[src/rtl/reg_writeback.sv]
// reg_writeback: writeback stage sitting directly in front of register_file.
// It owns the single register-file write port and merges two result sources:
//   - the ALU, one result per cycle with no backpressure (always wins), and
//   - the load unit, a valid/ready stream buffered in a small in-order FIFO.
// Each buffered load carries a live bit. A newer ALU write to the same rd
// clears that bit, so a stale load can never overwrite a newer result.
// Results addressed to x0 are never written.
// Optional feature: define REG_WRITEBACK_FWD_EN to enable write-then-read
// forwarding from the output registers. Without it the fwd_* outputs are
// tied to zero.

module reg_writeback #(
    parameter int DATA_WIDTH    = 32,
    parameter int LD_FIFO_DEPTH = 4
) (
    input  logic                               clk,
    input  logic                               reset,
    input  logic                               alu_valid,
    input  logic [4:0]                         alu_rd,
    input  logic [DATA_WIDTH-1:0]              alu_data,
    input  logic                               ld_valid,
    output logic                               ld_ready,
    input  logic [4:0]                         ld_rd,
    input  logic [DATA_WIDTH-1:0]              ld_data,
    output logic                               wr_en,
    output logic [4:0]                         wr_index,
    output logic [DATA_WIDTH-1:0]              wr_data,
    output logic                               ld_pending,
    output logic [$clog2(LD_FIFO_DEPTH):0]     ld_count,
    input  logic [4:0]                         fwd_index1,
    input  logic [4:0]                         fwd_index2,
    output logic                               fwd_hit1,
    output logic                               fwd_hit2,
    output logic [DATA_WIDTH-1:0]              fwd_data1,
    output logic [DATA_WIDTH-1:0]              fwd_data2
);

    localparam int PTR_W = $clog2(LD_FIFO_DEPTH);
    localparam int CNT_W = PTR_W + 1;

    // Load buffer storage and bookkeeping
    logic [4:0]              fifo_rd_r   [LD_FIFO_DEPTH];
    logic [DATA_WIDTH-1:0]   fifo_data_r [LD_FIFO_DEPTH];
    logic [LD_FIFO_DEPTH-1:0] fifo_live_r;
    logic [PTR_W-1:0]        head_r;
    logic [PTR_W-1:0]        tail_r;
    logic [CNT_W-1:0]        count_r;

    // Registered write port
    logic                    wr_en_r;
    logic [4:0]              wr_index_r;
    logic [DATA_WIDTH-1:0]   wr_data_r;

    // Per-cycle decisions
    logic                    alu_wr_s;
    logic                    fifo_empty_s;
    logic                    ld_ready_s;
    logic                    ld_acc_s;
    logic                    ld_nz_s;
    logic                    ld_waw_s;
    logic                    pop_s;
    logic                    bypass_s;
    logic                    push_s;
    logic [4:0]              head_rd_s;
    logic [DATA_WIDTH-1:0]   head_data_s;
    logic                    head_live_s;

    // Next values for the write port
    logic                    nxt_wr_en_s;
    logic [4:0]              nxt_wr_index_s;
    logic [DATA_WIDTH-1:0]   nxt_wr_data_s;

    // Forwarding results
    logic                    fwd_hit1_s;
    logic                    fwd_hit2_s;
    logic [DATA_WIDTH-1:0]   fwd_data1_s;
    logic [DATA_WIDTH-1:0]   fwd_data2_s;

    // Arbitration: ALU first, then FIFO head, then same-cycle load bypass
    always_comb begin
        head_rd_s    = fifo_rd_r[head_r];
        head_data_s  = fifo_data_r[head_r];
        head_live_s  = fifo_live_r[head_r];
        alu_wr_s     = alu_valid && (alu_rd != 5'd0);
        fifo_empty_s = (count_r == {CNT_W{1'b0}});
        // Readiness depends only on current occupancy; a same-cycle pop
        // does not open a slot.
        ld_ready_s   = !reset && (count_r < CNT_W'(LD_FIFO_DEPTH));
        ld_acc_s     = ld_valid && ld_ready_s;
        ld_nz_s      = (ld_rd != 5'd0);
        // A load arriving with an ALU result to the same rd is the older of
        // the two, so it is acknowledged and discarded.
        ld_waw_s     = alu_wr_s && (ld_rd == alu_rd);
        pop_s        = !alu_wr_s && !fifo_empty_s;
        bypass_s     = !alu_wr_s && fifo_empty_s && ld_acc_s && ld_nz_s;
        push_s       = ld_acc_s && ld_nz_s && !bypass_s && !ld_waw_s;
    end

    // Select the value that the write port registers on the next edge
    always_comb begin
        nxt_wr_en_s    = 1'b0;
        nxt_wr_index_s = 5'd0;
        nxt_wr_data_s  = {DATA_WIDTH{1'b0}};
        if (alu_wr_s) begin
            nxt_wr_en_s    = 1'b1;
            nxt_wr_index_s = alu_rd;
            nxt_wr_data_s  = alu_data;
        end else if (pop_s) begin
            // A killed entry still takes its pop slot but writes nothing.
            if (head_live_s) begin
                nxt_wr_en_s    = 1'b1;
                nxt_wr_index_s = head_rd_s;
                nxt_wr_data_s  = head_data_s;
            end else begin
                nxt_wr_en_s    = 1'b0;
                nxt_wr_index_s = 5'd0;
                nxt_wr_data_s  = {DATA_WIDTH{1'b0}};
            end
        end else if (bypass_s) begin
            nxt_wr_en_s    = 1'b1;
            nxt_wr_index_s = ld_rd;
            nxt_wr_data_s  = ld_data;
        end else begin
            nxt_wr_en_s    = 1'b0;
            nxt_wr_index_s = 5'd0;
            nxt_wr_data_s  = {DATA_WIDTH{1'b0}};
        end
    end

    // Load FIFO: WAW kill, in-order pop, tail enqueue and occupancy count
    always_ff @(posedge clk) begin
        if (reset) begin
            head_r      <= {PTR_W{1'b0}};
            tail_r      <= {PTR_W{1'b0}};
            count_r     <= {CNT_W{1'b0}};
            fifo_live_r <= {LD_FIFO_DEPTH{1'b0}};
            for (int i = 0; i < LD_FIFO_DEPTH; i++) begin
                fifo_rd_r[i]   <= 5'd0;
                fifo_data_r[i] <= {DATA_WIDTH{1'b0}};
            end
        end else begin
            for (int i = 0; i < LD_FIFO_DEPTH; i++) begin
                if (alu_wr_s && (fifo_rd_r[i] == alu_rd)) begin
                    fifo_live_r[i] <= 1'b0;
                end
            end
            // Pop and push never address the same slot: a pop needs a
            // non-empty FIFO and a push a non-full one.
            if (pop_s) begin
                fifo_live_r[head_r] <= 1'b0;
                head_r              <= head_r + PTR_W'(1'b1);
            end
            if (push_s) begin
                fifo_rd_r[tail_r]   <= ld_rd;
                fifo_data_r[tail_r] <= ld_data;
                fifo_live_r[tail_r] <= 1'b1;
                tail_r              <= tail_r + PTR_W'(1'b1);
            end
            case ({push_s, pop_s})
                2'b10:   count_r <= count_r + CNT_W'(1'b1);
                2'b01:   count_r <= count_r - CNT_W'(1'b1);
                default: count_r <= count_r;
            endcase
        end
    end

    // Register-file write port register
    always_ff @(posedge clk) begin
        if (reset) begin
            wr_en_r    <= 1'b0;
            wr_index_r <= 5'd0;
            wr_data_r  <= {DATA_WIDTH{1'b0}};
        end else begin
            wr_en_r    <= nxt_wr_en_s;
            wr_index_r <= nxt_wr_index_s;
            wr_data_r  <= nxt_wr_data_s;
        end
    end

`ifdef REG_WRITEBACK_FWD_EN
    // Forward the value being written this cycle to matching read ports
    always_comb begin
        fwd_hit1_s = wr_en_r && (wr_index_r != 5'd0) && (wr_index_r == fwd_index1);
        fwd_hit2_s = wr_en_r && (wr_index_r != 5'd0) && (wr_index_r == fwd_index2);
        if (fwd_hit1_s) begin
            fwd_data1_s = wr_data_r;
        end else begin
            fwd_data1_s = {DATA_WIDTH{1'b0}};
        end
        if (fwd_hit2_s) begin
            fwd_data2_s = wr_data_r;
        end else begin
            fwd_data2_s = {DATA_WIDTH{1'b0}};
        end
    end
`else
    logic fwd_unused_s;

    // Forwarding disabled: lookup indices are ignored, outputs held at zero
    always_comb begin
        fwd_unused_s = ^{fwd_index1, fwd_index2};
        fwd_hit1_s   = 1'b0;
        fwd_hit2_s   = 1'b0;
        fwd_data1_s  = {DATA_WIDTH{1'b0}};
        fwd_data2_s  = {DATA_WIDTH{1'b0}};
    end
`endif

    assign ld_ready   = ld_ready_s;
    assign ld_count   = count_r;
    assign ld_pending = !fifo_empty_s;
    assign wr_en      = wr_en_r;
    assign wr_index   = wr_index_r;
    assign wr_data    = wr_data_r;
    assign fwd_hit1   = fwd_hit1_s;
    assign fwd_hit2   = fwd_hit2_s;
    assign fwd_data1  = fwd_data1_s;
    assign fwd_data2  = fwd_data2_s;

    reg_writeback_chk #(
        .LD_FIFO_DEPTH (LD_FIFO_DEPTH)
    ) u_chk (
        .clk      (clk),
        .reset    (reset),
        .wr_en    (wr_en_r),
        .wr_index (wr_index_r),
        .ld_ready (ld_ready_s),
        .ld_count (count_r)
    );

endmodule

// reg_writeback_chk: structural invariants of the writeback stage.
module reg_writeback_chk #(
    parameter int LD_FIFO_DEPTH = 4
) (
    input  logic                           clk,
    input  logic                           reset,
    input  logic                           wr_en,
    input  logic [4:0]                     wr_index,
    input  logic                           ld_ready,
    input  logic [$clog2(LD_FIFO_DEPTH):0] ld_count
);

    localparam int CNT_W = $clog2(LD_FIFO_DEPTH) + 1;

    a_count_bound: assert property (@(posedge clk) disable iff (reset)
        ld_count <= CNT_W'(LD_FIFO_DEPTH));

    a_never_x0: assert property (@(posedge clk) disable iff (reset)
        wr_en |-> (wr_index != 5'd0));

    a_ready_not_full: assert property (@(posedge clk) disable iff (reset)
        ld_ready |-> (ld_count < CNT_W'(LD_FIFO_DEPTH)));

endmodule

[config.mk]
export PLATFORM = sky130hd
export DESIGN_NAME = reg_writeback
export DESIGN_NICKNAME = d
export VERILOG_FILES = /design/src/rtl/reg_writeback.sv
export SDC_FILE = /design/constraint.sdc
export NUM_CORES = 1
export LEC_CHECK = 0
export BUFFER_PORTS_ARGS = -buffer_cell sky130_fd_sc_hd__buf_2
export CORE_MARGIN = 5
export CORE_UTILIZATION = 42
export DETAILED_ROUTE_END_ITERATION = 10
export MAX_ROUTING_LAYER = met4
export PLACE_DENSITY = 0.66
export SYNTH_ARGS = -nofsm -noshare
export SYNTH_HDL_FRONTEND = slang
export SYNTH_HIERARCHICAL = 1
export SYNTH_SLANG_ARGS = --single-unit
[constraint.sdc]
create_clock -name clk -period 3.35 [get_ports clk]
set_input_delay 0.67 -clock clk [delete_from_list [all_inputs] [get_ports clk]]
set_output_delay 0.67 -clock clk [all_outputs]
set_load 0.005 [all_outputs]
## Yosys cells after proc, flatten, opt, wreduce, memory -nomap -nowiden

Memories as Yosys holds them, arrays and structs flattened. A register that Yosys moved wholly into a read port is not among the register bits.
Cells that the tools add are included.
W data, S select, Z words.

- Register bits: 49
- Memory bits (writable): 148
- Input port bits: 88
- Output and inout bits: 109
- Memories kept: 2

Memories:

| memory | depth | width | read ports | clocked after Yosys merged registers in | write ports | line | text |
|---|---|---|---|---|---|---|---|
| fifo_data_r | 4 | 32 | 1 | 1 | 4 | 43 | `logic [DATA_WIDTH-1:0] fifo_data_r [LD_FIFO_DEPTH];` |
| fifo_rd_r | 4 | 5 | 5 | 1 | 4 | 42 | `logic [4:0] fifo_rd_r [LD_FIFO_DEPTH];` |

- Add/sub/neg operators: 4
- Magnitude comparators: 5
- Equal/unequal tests: 7
- Multiplexer cells: 45
- Bitwise logic cells: 3
- Reduce and logical (&&, ||, !) cells: 28

Operators by type and width:

| kind | count |
|---|---|
| $mux W32 | 5 |
| $reduce_or A32 Y1 | 1 |
| $eq A5 B5 Y1 | 5 |
| $mux W5 | 5 |
| $mux W1 | 22 |
| $logic_and A1 B1 Y1 | 17 |
| $mux W2 | 6 |
| $mux W4 | 3 |
| $reduce_bool A5 Y1 | 2 |
| $lt A2 B3 Y1 const B | 2 |
| $pmux W3 S2 | 1 |
| $logic_not A1 Y1 | 5 |
| $reduce_or A5 Y1 | 1 |
| $add A2 B1 Y2 const B | 2 |
| $and A4 B4 Y4 | 1 |
| $demux W1 S2 | 2 |
| $ge A2 B1 Y1 const B | 2 |
| $not A4 Y4 | 1 |
| $or A4 B4 Y4 | 1 |
| $add A3 B1 Y3 const B | 1 |
| $logic_not A3 Y1 | 1 |
| $lt A3 B3 Y1 const B | 1 |
| $sub A3 B1 Y3 const B | 1 |
| $bmux W1 S2 | 1 |
| 3 further kinds | 3 |

## Logic depth before layout (Yosys ltp)

Gate-level depths: netlist of the first run.

- Depth after elaboration: 14
- Gate-level depth with buffers: 13
- Mapped depth without buffers: 11

## Worst setup path before layout of the first run

No wires, ideal clock.

- Path type: input -> register
- Start: input alu_rd[0]
- End: register count_r[2], in the netlist ld_count[2]
- Arrival: 3,262 ps
- Required time: 3,279 ps
- Slack: 17 ps
- Cell stages on the path: 13
- Cell sequence: buf_2 or4_4 o21a_1 o31ai_2 a21oi_2 clkbuf_1 inv_1 ha_1 inv_1 fa_1 xor2_1 or3_1 a21oi_1

- Cells in the longest elaborated chain, start to end: 11
- Elaborated cells on any way between the ends: 17
- Classes of those cells: eq/ne (3); mux (1); reduce/logical (13)

RTL lines:

| item | line | text |
|---|---|---|
| start, declared | 19 | `input logic [4:0] alu_rd,` |
| $reduce_bool A5 Y1 | 84 | `alu_wr_s = alu_valid && (alu_rd != 5'd0);` |
| $logic_and A1 B1 Y1 | 84 |  |
| $logic_not A1 Y1 | 94, 95 |  |
| $logic_and A1 B1 Y1 (3 in a row) | 95 | `bypass_s = !alu_wr_s && fifo_empty_s && ld_acc_s && ld_nz_s;` |
| $logic_not A1 Y1 | 96 | `push_s = ld_acc_s && ld_nz_s && !bypass_s && !ld_waw_s;` |
| $logic_and A1 B1 Y1 (2 in a row) | 96 |  |
| $eq A2 B1 Y1 / $eq A2 B2 Y1 (equally long branches) | 159 | `case ({push_s, pop_s})` |
| $pmux W3 S2 / $reduce_bool A2 Y1 (equally long branches) | - |  |
| end signal, assigned | 160 | `2'b10: count_r <= count_r + CNT_W'(1'b1);` |
| end signal, assigned | 161 | `2'b01: count_r <= count_r - CNT_W'(1'b1);` |
| end signal, assigned | 162 | `default: count_r <= count_r;` |
| end, declared | 47 | `logic [CNT_W-1:0] count_r;` |

Parallel ways exist; a longest one is shown, timed or not.
A chain may end at the register's enable or synchronous reset.

## Worst setup path in the final report of the first run

Ends and elaborated chain as after synthesis.

==> flow_metrics.py, run 1 <==
metrics = {
    "outcome": {
        "outcome": "completed",
    },
    "die": {
        "start_util": 0.4240,
        "num_rows": 55,
        "die_h_um": 161.0,
        "dieArea_um2": 25900,
        "coreArea_um2": 22570,
        "fp.dieW_um": 161.0,
        "pin_count": 197,
    },
    "clock_network": {
        "cts_resized": 0,
        "clk_latency_ns": 0.44,
        "htree_levels": 4,
        "cts-root-buf": "clkbuf_16",
        "cts_tree": "yes",
        "cts_buffers": 17,
        "clock-sinks": 199,
        "cts_hold_buffers": 0,
        "cts.clk_slew.worst_paths_ns": 0.07,
        "cts_setup_buffers": 0,
        "clk_path_buf_depth": 2,
    },
    "yosys": {
        "synthTopCellsByCount": "and2_1, edfxtp_1, buf_4",
        "synth_top_cell_area_share": 0.4644,
        "synthesis.instances": 755,
        "yosys_warnings": 6,
        "avgSynthCellArea_um2": 12.68,
        "synthFlopType": "edfxtp_1",
        "syn_area_um2": 9570,
        "synth_edf_count": 148,
        "synth_seq_area_share": 0.5711,
        "synthArstFlopShare": 0,
        "yosys.area.top_type": "edfxtp_1",
        "ys_ff_latch": 199,
        "synth.area.top_cells": "edfxtp_1, dfxtp_1, and2_1",
        "ys_types": 41,
    },
    "worst_setup_path": {
        "worstSetupStartpointType": "primary input",
        "end_kind": "register",
        "critical_path_arrival_ns": 3.09,
        "path_class": "primary input to register",
        "cp.required_ns": 3.72,
        "crit_start": "alu_rd[0]",
        "worstPathMaxFanout": 7,
        "crit-reg2reg-launch": "ld_count[0]$_SDFFE_PP0P_",
    },
    "routing": {
        "routed_wirelength_mm": 22.69,
        "vias_per_cell": 5.113,
        "drc": 0,
        "wl_per_cell_um": 19.49,
        "drt_iter0_drc": 357,
        "firstDrtPassIters": 5,
        "via_count": 5951,
        "ant_nets": 0,
    },
    "layout": {
        "drive_gt1_frac": 0.2685,
        "nets": 965,
        "area.growth.synth_to_final_pct": 14.34,
        "fillers": 2022,
        "diodes": 0,
    },
    "power": {
        "seqPwrFrac": 0.477,
        "p_int_w": 0.004519,
        "power.share.combinational": 0.210,
        "p_sw_w": 0.001854,
        "power_density_nw_per_um2": 582.3,
        "p_leak_nw": 4.225,
        "pwr-share-clk": 0.313,
        "peakVddDrop_uv": 266.5,
        "netSwitchingFraction": 0.2909,
    },
    "grt": {
        "grt_pass1_vias": 6150,
        "grt_start_max_net_pins": 47,
        "grt_overflow": 0,
        "grt_use_total": 0.1831,
        "grt_pass1_wl_mm": 35.36,
        "antenna_found_initial": 0,
    },
    "timing": {
        "drv_slew": 0,
        "rsz0062_at_grt": "false",
        "finClkSkew_ns": 0.01220,
        "slew_headroom": 0.4602,
        "hold_violations": 0,
        "tightest_slew_ns": 0.8097,
        "hold-worst-slack_ns": 0.4969,
        "setup_viol": 0,
        "tns_ns": 0,
        "period_share": 0.8122,
        "post-route-min-period_ns": 2.721,
        "clock.fmax_mhz": 367.5,
    },
    "place": {
        "placement.io_buffers": 120,
        "hpwlAfterDp_mm": 14.39,
        "gp_congestion": 0.7836,
    },
    "job": {
        "cap_violations": 0,
    },
    "worst_hold_path": {
        "hp-class": "primary input to register",
        "hold_path_startpoint": "alu_data[26]",
    },
}
cells by family (layout without fill, tap and decap cells):
group	count (synthesis)	count (layout)	share of synthesized area
buffers and inverters	130	189	0.08511
XOR/XNOR	28	28	0.02562
adder cells (fa/ha/maj)	10	10	0.01386
AND/OR/NAND/NOR	224	224	0.1328
AO/OA/AOI/OAI	123	123	0.07949
other	1	66	0.0003918
flip-flops	199	199	0.5711
multiplexers	40	40	0.09165
path summary, 6_finish.rpt:
kind	end	slack, ns	cells after the start
worst max register to register	ld_count[2]$_SDFFE_PP0P_	0.70	11
worst min register to register	fifo_live_r[0]$_SDFF_PP0_	0.51	1
worst min-delay path	wr_data[26]$_SDFF_PP0_	0.50	3
worst max-delay path	ld_count[2]$_SDFFE_PP0P_	0.63	12
registers in the layout (all words and copies together) (netlist names), named ones only:
name         count
fifo_data_r    128
wr_data         32
fifo_rd_r       20
wr_index         5
fifo_live_r      4
ld_count         3
head_r           2
tail_r           2
wr_en            1
metal layers:
metal / global-route usage / vias up / part of all wire
li1: - / 2806 / -
met2: 0.3031 / 180 / 0.51
met1: 0.2352 / 2942 / 0.42
met4: 0.04692 / 0 / 0.012
met3: 0.03285 / 23 / 0.052
met5: - / - / 0
power groups by stage:
stage	combinational, W	clock (W)	sequential [W]
after floorplan	0.000978	0	0.00300
after global placement	0.00134	0	0.00309
after detailed placement	0.00135	0	0.00310
after CTS	0.00136	0.00204	0.00304
after global routing	0.00146	0.00215	0.00307
final	0.00134	0.00200	0.00304
cell type report:
cell class	instances	area [um^2]	area share
sequential	199	5468	0.4997
inverter	10	37.54	0.003430
clock buffer	17	425.4	0.03887
tap	285	356.6	0.03259
multi-input combinational	491	3597	0.3287
clock inverter	14	147.6	0.01349
timing repair buffer	148	910.9	0.08324
layout by cell type (no fill, tap or decap), types with 2 or more instances in the layout:
cell        synthesis  layout
nand3_1             5       5
clkinvlp_4          0       3
a21oi_1            36      36
inv_8               0       2
inv_6               0       2
conb_1              1      66
xnor2_1            16      16
clkinv_1            1       2
a2111oi_4           0       3
clkinv_4            0       4
nor3_1              6       6
a31oi_1            36      36
buf_12              0       8
clkbuf_16           0      17
nand2_1            34      34
nor2_1             17      15
a32o_1              4       4
dfxtp_2             0       2
and2_1            148     148
nor2_4              0       2
ha_1                9       9
inv_1               9       9
buf_4              69      20
nor4_1              4       4
or3_1               2       2
dfxtp_1            51      49
buf_2              12     120
a221oi_1            5       5
edfxtp_1          148     148
mux4_2             38      38
xor2_1             12      12
or2_2               4       4
o21ai_0            33      33
per-stage QoR:
step                      power (W)  std cells  setup WS [ns]  utilization  instance area, um^2
after floorplan            0.003979        820        0.01708            -                 9814
after global placement     0.004422       1133         0.2246       0.4594                10370
after detailed placement   0.004446       1133         0.1916       0.4594                10370
after CTS                  0.006440       1164         0.6574       0.4848                10940
after global routing       0.006681       1164         0.5572       0.4848                10940
final                      0.006372       1164         0.6291       0.4848                10940
worst max-delay path, stage by stage:
cell,delay (ns)
buf_2,0.17
or4_4,0.55
o21a_2,0.22
o31ai_2,0.09
a21oi_4,0.10
inv_1,0.06
ha_1,0.19
inv_1,0.06
fa_1,0.37
xor2_1,0.16
or3_1,0.30
a21oi_1,0.14
Power figures use the tool's default switching activity.
==> run 2, diff against run 1 <==
--- a/config.mk
+++ b/config.mk
@@ -5,6 +5,7 @@
 export SDC_FILE = /design/constraint.sdc
 export NUM_CORES = 1
 export LEC_CHECK = 0
+export ABC_AREA = 1
 export BUFFER_PORTS_ARGS = -buffer_cell sky130_fd_sc_hd__buf_2
 export CORE_MARGIN = 5
 export CORE_UTILIZATION = 42
==> constraint.sdc (replaced) <==
create_clock -name clk -period 2.3 [get_ports clk]
set_input_delay 0.46 -clock clk [delete_from_list [all_inputs] [get_ports clk]]
set_output_delay 0.46 -clock clk [all_outputs]
set_load 0.005 [all_outputs]
==> flow_metrics.py, run 2 <==
metrics = {
    "yosys": {
        "synthSimpleGateAreaFrac": 0.1539,
        "avgSynthCellArea_um2": 9.679,
        "synth.area.mux_share": 0,
        "synthArstFlopShare": 0,
        "ys_ff_latch": 199,
        "syn_area_um2": 9612,
        "synth_top_cell_area_share": 0.4624,
        "synth-xor-area-share": 0.02278,
        "synthAdderAreaFrac": 0.01380,
        "ys_types": 34,
        "synth_edf_count": 148,
        "yosys.area.top_type": "edfxtp_1",
        "synth_compound_area_frac": 0.1300,
        "synth.area.top_cells": "edfxtp_1, dfxtp_1, nor2_1",
        "synth_top_family_by_area": "simple AND/OR/NAND/NOR gates",
        "synth_seq_area_share": 0.5686,
        "yosys_warnings": 6,
        "synthesis.instances": 993,
        "synthFlopType": "edfxtp_1",
        "synth.most_common_cell": "nor2_1",
        "synthTopCellsByCount": "nor2_1, edfxtp_1, o21ai_0",
    },
    "routing": {
        "drt_iter0_drc": 542,
        "firstDrtPassIters": 5,
        "via_count": 7130,
        "drc": 0,
        "ant_nets": 0,
        "vias_per_cell": 5.028,
        "wl_per_cell_um": 16.98,
        "routed_wirelength_mm": 24.07,
    },
    "place": {
        "placement.io_buffers": 120,
        "hpwlAfterDp_mm": 15.65,
        "gp_congestion": 0.8227,
        "dp_worst_setup_slack_ns": -0.1174,
        "placed_area_um2": 10630,
    },
    "clock_network": {
        "cts_setup_buffers": 0,
        "cts.clk_slew.worst_paths_ns": 0.07,
        "cts_resized": 0,
        "clk_latency_ns": 0.44,
        "clock-sinks": 199,
        "cts_buffers": 17,
        "htree_levels": 4,
        "cts-root-buf": "clkbuf_16",
        "cts_hold_buffers": 0,
        "clk_path_buf_depth": 2,
        "cts_tree": "yes",
    },
    "timing": {
        "post-route-min-period_ns": 2.145,
        "hold-worst-slack_ns": 0.2857,
        "clock.fmax_mhz": 466.2,
        "setup_ws_ns": 0.1552,
        "finClkSkew_ns": 0.01130,
        "period_share": 0.9325,
        "drv_slew": 0,
        "rsz0062_at_grt": "false",
        "setup_viol": 0,
        "hold_violations": 0,
        "tightest_slew_ns": 0.8645,
        "slew_headroom": 0.4236,
    },
    "worst_setup_path": {
        "r2r_cells": 6,
        "path_cells": "nor3_2 > a21oi_2 > buf_12 > nand4_4 > buf_4 > nor2_1",
        "crit_path_max_incr_delay_ns": 0.69,
        "critical_path_arrival_ns": 2.30,
        "path_class": "register to register",
        "end_kind": "register",
        "cp_slowest_cell": "buf_4",
        "cp.required_ns": 2.45,
        "worstSetupStartpointType": "register",
        "worstPathMaxFanout": 37,
    },
    "layout": {
        "final_area_um2": 11210,
        "mostFrequentLayoutCell": "nor2_1",
        "fin_util": 0.4967,
        "drive_gt1_frac": 0.2219,
        "fillers": 2082,
        "largest_reg_flops": 128,
        "final_cell_mix": "nor2_1, edfxtp_1, buf_2",
        "area.growth.synth_to_final_pct": 16.64,
        "nets": 1216,
        "largest-register": "fifo_data_r",
    },
    "grt": {
        "grt_use_total": 0.1908,
        "grt_pass1_wl_mm": 37.68,
        "antenna_found_initial": 2,
        "grt_pass1_vias": 7101,
        "grt_overflow": 0,
        "grt_start_max_net_pins": 75,
    },
    "die": {
        "dieArea_um2": 26010,
        "coreArea_um2": 22570,
        "die_h_um": 161.3,
        "start_util": 0.4258,
        "num_rows": 55,
        "fp.dieW_um": 161.3,
        "pin_count": 197,
    },
    "power": {
        "finalPower_w": 0.01073,
        "p_leak_nw": 4.639,
        "power_density_nw_per_um2": 957.0,
        "peakVddDrop_uv": 755.9,
    },
    "worst_hold_path": {
        "whs_path_depth": 3,
        "hp-class": "primary input to register",
    },
    "job": {
        "cap_violations": 0,
    },
    "outcome": {
        "outcome": "completed",
    },
}
## run 2: final cells by class
cell class / count / area [um^2] / share of cell area
clock inverter: 13 / 145.1 / 0.01295
sequential: 199 / 5466 / 0.4876
antenna: 2 / 5.005 / 0.0004464
inverter: 53 / 198.9 / 0.01775
clock buffer: 19 / 432.9 / 0.03862
timing repair buffer: 175 / 1201 / 0.1071
multi-input combinational: 672 / 3405 / 0.3037
tap: 285 / 356.6 / 0.03181
## run 2: logic make-up after synthesis
| kind of cell | Yosys count |
|---|---|
| other | 1 |
| xor gates and xnor gates | 25 |
| buffers and inverters | 187 |
| AOI/OAI and AO/OA | 239 |
| adders and majority gates | 10 |
| and+or+nand+nor | 332 |
| DFF | 199 |
## run 2: through the flow
stage	cells	TNS (ns)
2_1_floorplan	1058	-0.01253
3_3_place_gp	1384	-0.8741
3_5_place_dp	1384	-2.605
4_1_cts	1416	0
5_1_grt	1418	0
6_report	1418	0
## run 2: layer usage
layer,vias up,wire length [um],track usage
met5,-,0,-
met4,0,379,0.05777
met3,35,1495,0.03241
met2,249,12070,0.3294
met1,3377,10130,0.2307
li1,3469,-,-
## run 2: worst max-delay path, delay by kind of cell, from the launching register on
| kind | cells | cell delay [ns] |
|---|---|---|
| AO/OA/AOI/OAI | 1 | 0.15 |
| buffers and inverters | 2 | 0.85 |
| flip-flops | 1 | 0.37 |
| AND/OR/NAND/NOR | 3 | 0.48 |
## run 2: path summary, 6_finish.rpt
| kind | slack [ns] | end | start |
|---|---|---|---|
| worst min register to register | 0.54 | tail_r[0]$_SDFFE_PP0P_ | tail_r[0]$_SDFFE_PP0P_ |
| worst min-delay path | 0.29 | wr_data[24]$_SDFF_PP0_ | alu_data[24] |
| worst max register to register | 0.16 | fifo_rd_r[2][2]$_SDFFCE_PN0P_ | ld_count[2]$_SDFFE_PP0P_ |
| worst max-delay path | 0.16 | fifo_rd_r[2][2]$_SDFFCE_PN0P_ | ld_count[2]$_SDFFE_PP0P_ |
## run 2: report_power, final
group          internal (W)  switching (W)
sequential          0.00444       0.000189
combinational       0.00113        0.00202
clock               0.00153        0.00141
total               0.00710        0.00363
